===== config.mk =====
export PLATFORM = sky130hd
export DESIGN_NAME = vram_arbiter
export DESIGN_NICKNAME = d
export VERILOG_FILES = /design/src/rtl/vram_arbiter_pkg.sv /design/src/rtl/vram_arbiter.sv
export SDC_FILE = /design/constraint.sdc
export NUM_CORES = 1
export LEC_CHECK = 0
export CORE_UTILIZATION = 43
export DETAILED_ROUTE_END_ITERATION = 8
export PLACE_DENSITY = 0.93
export SLEW_MARGIN = 20
export SYNTH_ARGS = -nofsm -noshare
export SYNTH_HDL_FRONTEND = slang
export SYNTH_SLANG_ARGS = --single-unit

===== constraint.sdc =====
create_clock -name clk -period 3 [get_ports clk]
set_input_delay 0.6 -clock clk [delete_from_list [all_inputs] [get_ports clk]]
set_output_delay 0.6 -clock clk [all_outputs]
set_load 0.1 [all_outputs]

===== src/rtl/vram_arbiter_pkg.sv =====
// Shared VRAM geometry and byte-lane encodings, reused by gfx and the VDP port logic.
package vram_arbiter_pkg;

    localparam int unsigned VRAM_AW = 13;
    localparam int unsigned VRAM_DW = 16;
    localparam int unsigned CPU_AW  = 14;

    localparam logic [1:0] BYTESEL_LO = 2'b01;
    localparam logic [1:0] BYTESEL_HI = 2'b10;

    // Byte lane from the CPU byte-address LSB.
    function automatic logic [1:0] lane_sel(input logic hi);
        return hi ? BYTESEL_HI : BYTESEL_LO;
    endfunction

endpackage


===== src/rtl/vram_arbiter.sv =====
// Single-port VRAM arbiter: gfx has absolute priority, CPU byte accesses wait in a
// one-deep pending slot and issue only in cycles gfx leaves free.
module vram_arbiter
    import vram_arbiter_pkg::*;
#(
    parameter int unsigned STARVE_LIMIT = 342,
    parameter int unsigned WAIT_W       = 9
) (
    input  logic                 clk,
    input  logic                 reset,
    input  logic                 gfx_req,
    input  logic [VRAM_AW-1:0]   gfx_vaddr,
    output logic [VRAM_DW-1:0]   gfx_vdata,
    input  logic [CPU_AW-1:0]    cpu_addr,
    input  logic [7:0]           cpu_wrdata,
    input  logic                 cpu_wr,
    input  logic                 cpu_rd,
    output logic                 cpu_busy,
    output logic [7:0]           cpu_rddata,
    output logic                 cpu_rddata_valid,
    output logic                 cpu_drop,
    output logic                 cpu_starved,
    output logic [VRAM_AW-1:0]   vram_addr,
    output logic [VRAM_DW-1:0]   vram_wrdata,
    output logic [1:0]           vram_bytesel,
    output logic                 vram_wren,
    input  logic [VRAM_DW-1:0]   vram_rddata
);

    localparam logic [1:0] ST_IDLE   = 2'd0;
    localparam logic [1:0] ST_PEND   = 2'd1;
    localparam logic [1:0] ST_RDWAIT = 2'd2;

    logic [1:0]        state_q, state_d;
    logic [CPU_AW-1:0] slot_addr_q;
    logic [7:0]        slot_data_q;
    logic              slot_wr_q;
    logic [WAIT_W-1:0] wait_cnt_q, wait_cnt_d;
    logic              accept;
    logic              grant;

    assign cpu_busy = (state_q != ST_IDLE);
    assign accept   = (state_q == ST_IDLE) && (cpu_wr || cpu_rd);
    // Grant only in a cycle gfx does not claim, so gfx is never stalled.
    assign grant    = (state_q == ST_PEND) && !gfx_req;

    always_comb begin
        state_d = state_q;
        case (state_q)
            ST_IDLE:   if (accept) state_d = ST_PEND;
            ST_PEND:   if (grant) state_d = slot_wr_q ? ST_IDLE : ST_RDWAIT;
            ST_RDWAIT: state_d = ST_IDLE;
            default:   state_d = ST_IDLE;
        endcase
    end

    always_comb begin
        wait_cnt_d = wait_cnt_q;
        if (accept) begin
            wait_cnt_d = '0;
        end else if ((state_q == ST_PEND) && gfx_req && (wait_cnt_q != '1)) begin
            wait_cnt_d = wait_cnt_q + WAIT_W'(1);
        end
    end

    always_ff @(posedge clk or posedge reset) begin
        if (reset) begin
            state_q     <= ST_IDLE;
            wait_cnt_q  <= '0;
            slot_addr_q <= '0;
            slot_data_q <= '0;
            slot_wr_q   <= 1'b0;
        end else begin
            state_q    <= state_d;
            wait_cnt_q <= wait_cnt_d;
            if (accept) begin
                slot_addr_q <= cpu_addr;
                slot_data_q <= cpu_wrdata;
                slot_wr_q   <= cpu_wr;
            end
        end
    end

    always_ff @(posedge clk or posedge reset) begin
        if (reset) begin
            cpu_rddata       <= 8'h00;
            cpu_rddata_valid <= 1'b0;
            cpu_drop         <= 1'b0;
        end else begin
            cpu_rddata_valid <= (state_q == ST_RDWAIT);
            if (state_q == ST_RDWAIT) begin
                cpu_rddata <= slot_addr_q[0] ? vram_rddata[15:8] : vram_rddata[7:0];
            end
            // A simultaneous wr+rd keeps the write and drops the read.
            cpu_drop <= (cpu_busy && (cpu_wr || cpu_rd)) || (cpu_wr && cpu_rd);
        end
    end

    assign cpu_starved  = (state_q == ST_PEND) && (wait_cnt_q >= WAIT_W'(STARVE_LIMIT));
    assign vram_addr    = grant ? slot_addr_q[CPU_AW-1:1] : gfx_vaddr;
    assign vram_wren    = grant && slot_wr_q;
    assign vram_wrdata  = {slot_data_q, slot_data_q};
    assign vram_bytesel = vram_wren ? lane_sel(slot_addr_q[0]) : 2'b00;
    assign gfx_vdata    = vram_rddata;

endmodule

==> metrics.md, run 1 <==
| Metric | Value |
|---|---|
| Detailed Place HPWL | around 4000 um |
| Synth area leaders | dfrtp_1 (48%), mux2_2 (17%), buf_4 (8.3%) |
| Worst path bufs/invs | 3 |
| CP startpoint kind | input port |
| Gp weighted congestion | approximately 0.85 |
| Total of max-cap violations | 0 |
| H-tree Lvls | 2 |
| CP max-delay cell | clkdlybuf4s50_1 |
| Core Util, Final | approximately two thirds |
| CP most frequent cell | buf_12 |
| TritonCTS clock tree | yes |
| Fin nets | approximately 350 |
| CP top delay family | buffers and inverters |
| XOR/XNOR Fraction of Synth Area | 0% |
| Worst setup EP type | output port |
| Worst Setup Path Type | input port to output port |
| Worst slack, placed | about 270 ps |
| First-pass GRT wire length | 7935 um |
| Synth Instances | 195 |
| Drt initial violations | roughly 90 |
| IO Pins | 116 |
| Share of post-route cells with drive strength above 1 | roughly two fifths |
| Tcrit/Tclk final | about nine tenths |
| TritonCTS buffer count | 5 |
| Post-Synth Simple-Gate Area | under 10% |
| FILL cells | between 300 and 400 |
| Warnings from Yosys | 0 |
| Reg2reg setup slack | roughly 800 ps |
| P&R area growth vs syn | 52.50% |
| Clock tree root buffer cell | clkbuf_8 |
| Area leader, netlist | dfrtp_1 |
| Final Hold Fails | 0 |
| Vias in the first global route | between 1500 and 2000 |
| Post-route ant nets | 0 |
| Cts hold-fix bufs | 0 |
| CP arrival | ~2100 ps |
| Final period demand of the worst path | around 2700 ps |
| Hold Crit Class | register to register |
| Final setup viols | 0 |
| Hold_ws | ~490 ps |
| GRT Util Overall | about a fifth |
| Critical path launch point | gfx_req |
| Crit-path cells | clkdlybuf4s50_1 -> nor3b_4 -> buf_12 -> and2_1 -> nor2b_4 -> buf_12 |
| Outcome | finished, final reports clean |
| Final WL | roughly 5300 um |
| Hold_sp | cpu_rddata[4] |
| Vias | 1792 |
| CP max stage delay | between 500 and 600 ps |
| Initial Utilization | between 40% and 50% |
| Net Count, Synth | roughly 250 |
| Synth Register Bits | 44 |
| Max Clock Skew | about 5.4 ps |
| Chip Width | between 70 and 80 um |
| R2r startpoint | wait_cnt_q[0] |
| Most frequent cells in the layout | clkdlybuf4s50_1 (55), buf_4 (46), dfrtp_1 (44), mux2_2 (35), buf_12 (17) |
| Worst Path Required | 2400 ps |
| Final Max Slew Viols | 0 |
| Ant diodes | 0 |
| Multiplexer share of the synthesized area | between 20% and 30% |
| Clk_lat worst skew | ~300 ps |
| Main combinational cell family by area after synthesis | multiplexers |
| Total setup buffers inserted after CTS | 0 |
| Resize count post-CTS | 0 |
| Yosys top cell area share | approximately half |
| Post-Syn Area | 2273 sq um |
| Worst-path clk slew | about 80 ps |
| Synth Area in Adders | under 10% |
| Max Clk Rate | 0.3681 GHz |
| Rel. slew slack | 39.98% |
| Compound-Gate Fraction of Synth Area | under 10% |
| Netlist cell types | 33 |
| PnR worst setup slack | approximately 280 ps |
| Bufs on Longest Clock Path | 2 |
| Core area | between 5000 and 6000 sq um |
| Port buffer count | roughly 120 |
| Critical path peak fanout | 16 |
| DR DRC count | 0 |
| Setup TNS | 0 ps |
| Most common cell after layout, fill and taps aside | clkdlybuf4s50_1 |
| Slew at the pin closest to its max-slew limit | between 800 and 900 ps |
| DRT Pass-1 Iters | 4 |
| Row Count | 26 |
| Vias per std cell | about 5.0 |
| Die Span Y | 74.71 um |
| Die area | ~5600 sq um |
| WL/cell | 14.66 um |
| Initial antenna violation count | 0 |
| Number of clock sinks | 44 |
| Mean Syn Cell Area | roughly 12 sq um |
| Largest net degree at the start of global routing | 45 |
| RSZ-0062 raised after global routing | no |
| Congestion Overflow GR | 0 |
| Sequential area share after synthesis | approximately 48% |
-- cell type report --
cell class | count | area, sq um | share of cell area, %
repair buffers | 118 | 1236 | 35.66
flip-flops and latches | 44 | 1101 | 31.76
multi-input cells | 112 | 922.1 | 26.60
clock buffers | 8 | 90.09 | 2.598
well taps | 70 | 87.58 | 2.526
inverters | 8 | 30.03 | 0.8661
-- registers in the layout, indices dropped and copies added (netlist names) --
signal / cells
wait_cnt_q: 9
slot_data_q: 8
cpu_rddata: 8
cpu_rddata_valid: 1
cpu_drop: 1
slot_wr_q: 1
slot_addr_q: 14
state_q: 2
-- metal layers --
layer | global-route usage [%] | share of wire [%] | vias to the layer above
li1 | - | - | 844
met1 | 21.58 | 38 | 866
met2 | 34.83 | 53 | 77
met3 | 5.087 | 7.7 | 5
met4 | 8.176 | 1.3 | 0
met5 | 0 | 0 | -
-- worst register-to-register path: stages, from the launching register on --
cell       delay (ps)
dfrtp_1           430
ha_1              250
nand2_1           120
nor3_1             70
ha_1              180
nand4bb_4         340
or4_1             570
a21oi_1           160
-- logic make-up after synthesis --
logic type               count (synthesis)
multiplexers                            44
buffers and inverters                   39
adder cells (fa/ha/maj)                  4
AO/OA/AOI/OAI                           29
AND/OR/NAND/NOR                         35
flip-flops                              44
-- Yosys cell counts --
cell / count
maj3_1: 1
buf_4: 25
clkbuf_1: 2
o21a_1: 1
buf_6: 2
or3_1: 3
ha_1: 3
or4_1: 3
o21ai_0: 13
o31ai_1: 3
nand3_1: 3
nand2_1: 12
nand2b_1: 1
and2_1: 1
nor3_1: 1
nand4_1: 1
nor2_1: 2
nor3b_4: 1
nand4bb_4: 1
inv_2: 1
o22ai_1: 2
a21oi_1: 7
mux2_2: 35
nor2_2: 2
buf_2: 2
and3_1: 1
nor2b_1: 3
o211ai_1: 1
inv_1: 7
dfrtp_1: 44
mux2i_1: 9
a21o_1: 1
a22o_1: 1
-- through the flow --
step	cells	area, sq um
floorplan	195	2281
finish	360	3467
CTS	360	3467
detailed placement	352	3377
global route	360	3467
global placement	352	3377
-- worst paths after layout --
path / to / cells past startpoint
worst max-delay path: vram_bytesel[0] / 6
worst min-delay path: cpu_rddata[4] / 2
worst max register to register: wait_cnt_q[7] / 7
worst min register to register: cpu_rddata[4] / 2
max in group asynchronous: slot_addr_q[9] / 2
min in group asynchronous: cpu_rddata[0] / 2
Power of run 1 is not shown: default switching activity piles up to over one toggle a cycle in this logic, so the estimate is an artifact.
==> run 2: changes to the inputs <==
--- a/config.mk
+++ b/config.mk
@@ -8,6 +8,7 @@
 export CORE_UTILIZATION = 43
 export DETAILED_ROUTE_END_ITERATION = 8
 export PLACE_DENSITY = 0.93
+export RECOVER_POWER = 100
 export SLEW_MARGIN = 20
 export SYNTH_ARGS = -nofsm -noshare
 export SYNTH_HDL_FRONTEND = slang
==> constraint.sdc (replaced) <==
create_clock -name clk -period 3 [get_ports clk]
set_input_delay 0.6 -clock clk [delete_from_list [all_inputs] [get_ports clk]]
set_output_delay 0.6 -clock clk [all_outputs]
set_load 0.01 [all_outputs]
==> run 2 against run 1 <==
Effect of this change: the flow now finishes with violations (capacitance limit, slew limit); cell area down 1.8%; hold slack worse by 16 ps; first-iteration DRC count fell by 45%; worst setup slack worse by 81 ps; register-to-register slack worse by 270 ps; die area unchanged; utilization fell by 1.2 points; critical path depth is 1 lower; critical endpoint is now vram_addr[12].
==> metrics.md, run 2 (synthesized netlist as in run 1, its figures left out) <==
| Metric | Value |
|---|---|
| Multi-input gate area | 895.9 sq um (-2.8%) |
| Number of clock sinks | 44 (unchanged) |
| Share of post-route cells with drive strength above 1 | 16.27% (-22 points) |
| Hold_ws | 470.5 ps (-16.16 ps) |
| Vias | 1806 (+0.78%) |
| Vias in the first global route | 1766 (+2.9%) |
| Pwr dens | between 700 and 800 nW/um^2 |
| Port buffer count | 115 (unchanged) |
| Worst-path clk slew | 80 ps (about the same) |
| Final Max Slew Viols | 45 (+45) |
| Placed cell area | 3329 sq um (-1.4%) |
| CP max stage delay | 480 ps (-30 ps) |
| CP startpoint kind | input port |
| CP arrival | 2200 ps (+80 ps) |
| Row Count | 26 (unchanged) |
| P&R area growth vs syn | 49.75% |
| Crit-path cells | dlymetal6s2s_1 -> nor3b_4 -> clkbuf_1 -> mux2_2 -> clkdlybuf4s50_1 |
| Final period demand of the worst path | 2798 ps (+81.19 ps) |
| Clock tree root buffer cell | clkbuf_8 |
| Final Hold Fails | 0 (unchanged) |
| Wl on met1 | 2047 um (+2.2%) |
| Final setup viols | 0 (unchanged) |
| Clk_lat worst skew | 280 ps (-20 ps) |
| Fin nets | 354 (+1.7%) |
| Biggest register | slot_addr_q |
| Worst Setup Path Type | input port to output port |
| Most frequent cells in the layout | clkdlybuf4s50_1 (59), dlygate4sd3_1 (50), dfrtp_1 (44), mux2_2 (35), o21ai_0 (13) |
| Met3 Wirelength | 335 um (-18%) |
| Die area | 5582 sq um (unchanged) |
| First-pass GRT wire length | 8183 um (+3.1%) |
| Hold_sp | slot_wr_q |
| Top Metal Used | met4 |
| Worst setup EP type | output port |
| Slew at the pin closest to its max-slew limit | 1665 ps (+765.6 ps) |
| TritonCTS clock tree | yes |
| Cts hold-fix bufs | 0 (unchanged) |
| R2r startpoint | wait_cnt_q[0] |
| Max Clock Skew | 4.689 ps (-0.7116 ps) |
| DRT Pass-1 Iters | 4 (unchanged) |
| RSZ-0062 raised after global routing | no |
| H-tree Lvls | 2 (unchanged) |
| Biggest regs | slot_addr_q: 14 flops, wait_cnt_q: 9 flops |
| Hold Crit Class | register to register |
| Core area | 5107 sq um (unchanged) |
| Post-route cell area | 3405 sq um (-1.8%) |
| Largest net degree at the start of global routing | 45 (unchanged) |
| Failing checks | capacitance limit, slew limit |
| IO Pins | 116 (unchanged) |
| Tcrit/Tclk final | 93.26% (+2.7 points) |
| Max IR drop VDD | just under 400 uV |
| Congestion Overflow GR | 0 (unchanged) |
| Leakage | roughly 1.5 nW |
| Largest register FFs | 14 (unchanged) |
| Critical path launch point | gfx_req |
| Detailed Place HPWL | 3944 um (-2.3%) |
| Bufs on Longest Clock Path | 2 (unchanged) |
| CP max-delay cell | clkdlybuf4s50_1 |
| Post-route ant nets | 0 (unchanged) |
| FILL cells | 430 (+10%) |
| Worst Path Required | 2400 ps (about the same) |
| Chip Width | 74.71 um (unchanged) |
| GRT Util Overall | 19.41% (+0.068 points) |
| CP top delay family | buffers and inverters |
| Sequential cell area | 1101 sq um (unchanged) |
| Worst path bufs/invs | 3 (unchanged) |
| WL/cell | 14.18 um (-3.3%) |
| Ant diodes | 0 (unchanged) |
| TritonCTS buffer count | 5 (unchanged) |
| Outcome | finished with violations |
| Total of max-cap violations | 1 (+1) |
| Final WL | 5174 um (-2.0%) |
| Max Clk Rate | 0.3574 GHz (-2.9%) |
| Most common cell after layout, fill and taps aside | clkdlybuf4s50_1 |
| Initial antenna violation count | 0 (unchanged) |
| Gp weighted congestion | 0.7991 (-5.5%) |
| Critical path peak fanout | 7 (-9) |
| Setup TNS | 0 ps (unchanged) |
| Die Span Y | 74.71 um (unchanged) |
| Vias per std cell | 4.948 (-0.60%) |
| DR DRC count | 0 (unchanged) |
| Initial Utilization | 44.51% (unchanged) |
| Drt initial violations | 48 (-45%) |
| Rel. slew slack | -11.09% (-51 points) |
| Metal2 WL | 2732 um (-2.3%) |
==> run 2: through the flow <==
| stage | utilization, % | setup slack (ps) | std cells | total power, W |
|---|---|---|---|---|
| global route | 66.66 | 121.4 | 365 | 0.002853 |
| finish | 66.66 | 202.1 | 365 | 0.002648 |
| floorplan | - | 943.8 | 195 | 0.001814 |
| CTS | 66.71 | 9.380 | 362 | 0.002798 |
| detailed placement | 65.19 | 23.16 | 355 | 0.002448 |
| global placement | 65.19 | 63.11 | 355 | 0.002390 |
==> run 2: per-layer routing <==
layer / global-route usage [%] / vias up
li1: - / 867
met5: 0 / -
met2: 35.54 / 74
met1: 22.58 / 858
met3: 4.953 / 7
met4: 5.031 / 0
==> run 2: area by class of cell <==
cell class                      instances  area share, %
Multi-Input combinational cell        112          26.31
Sequential cell                        44          32.34
Tap cell                               70          2.573
Clock buffer                            6          2.132
Clock inverter                          1         0.1470
Inverter                                8         0.8820
Timing Repair Buffer                  124          35.61
==> run 2: worst paths after layout <==
check	end	slack, ps	depth (start not counted)
setup / recovery	vram_addr[12]	200	5
max in group asynchronous	slot_wr_q	740	2
hold / removal	state_q[1]	470	1
min in group asynchronous	cpu_rddata[4]	1290	2
hold reg to reg	state_q[1]	470	1
setup reg to reg	wait_cnt_q[6]	540	7
==> run 2: report_power, final <==
group	total [W]	switching (W)	internal (W)
Clock	0.000340	0.000182	0.000158
Sequential	0.00102	0.000181	0.000839
Combinational	0.00129	0.000524	0.000763
Total	0.00265	0.000887	0.00176
==> run 2: timing repair <==
item,CTS,global route
setup buffers,0,3
endpoints found under the setup margin,0,10
gates resized for setup,0,7
endpoints found under the hold margin,0,0
Note: power is estimated with default switching activity, not from simulation.
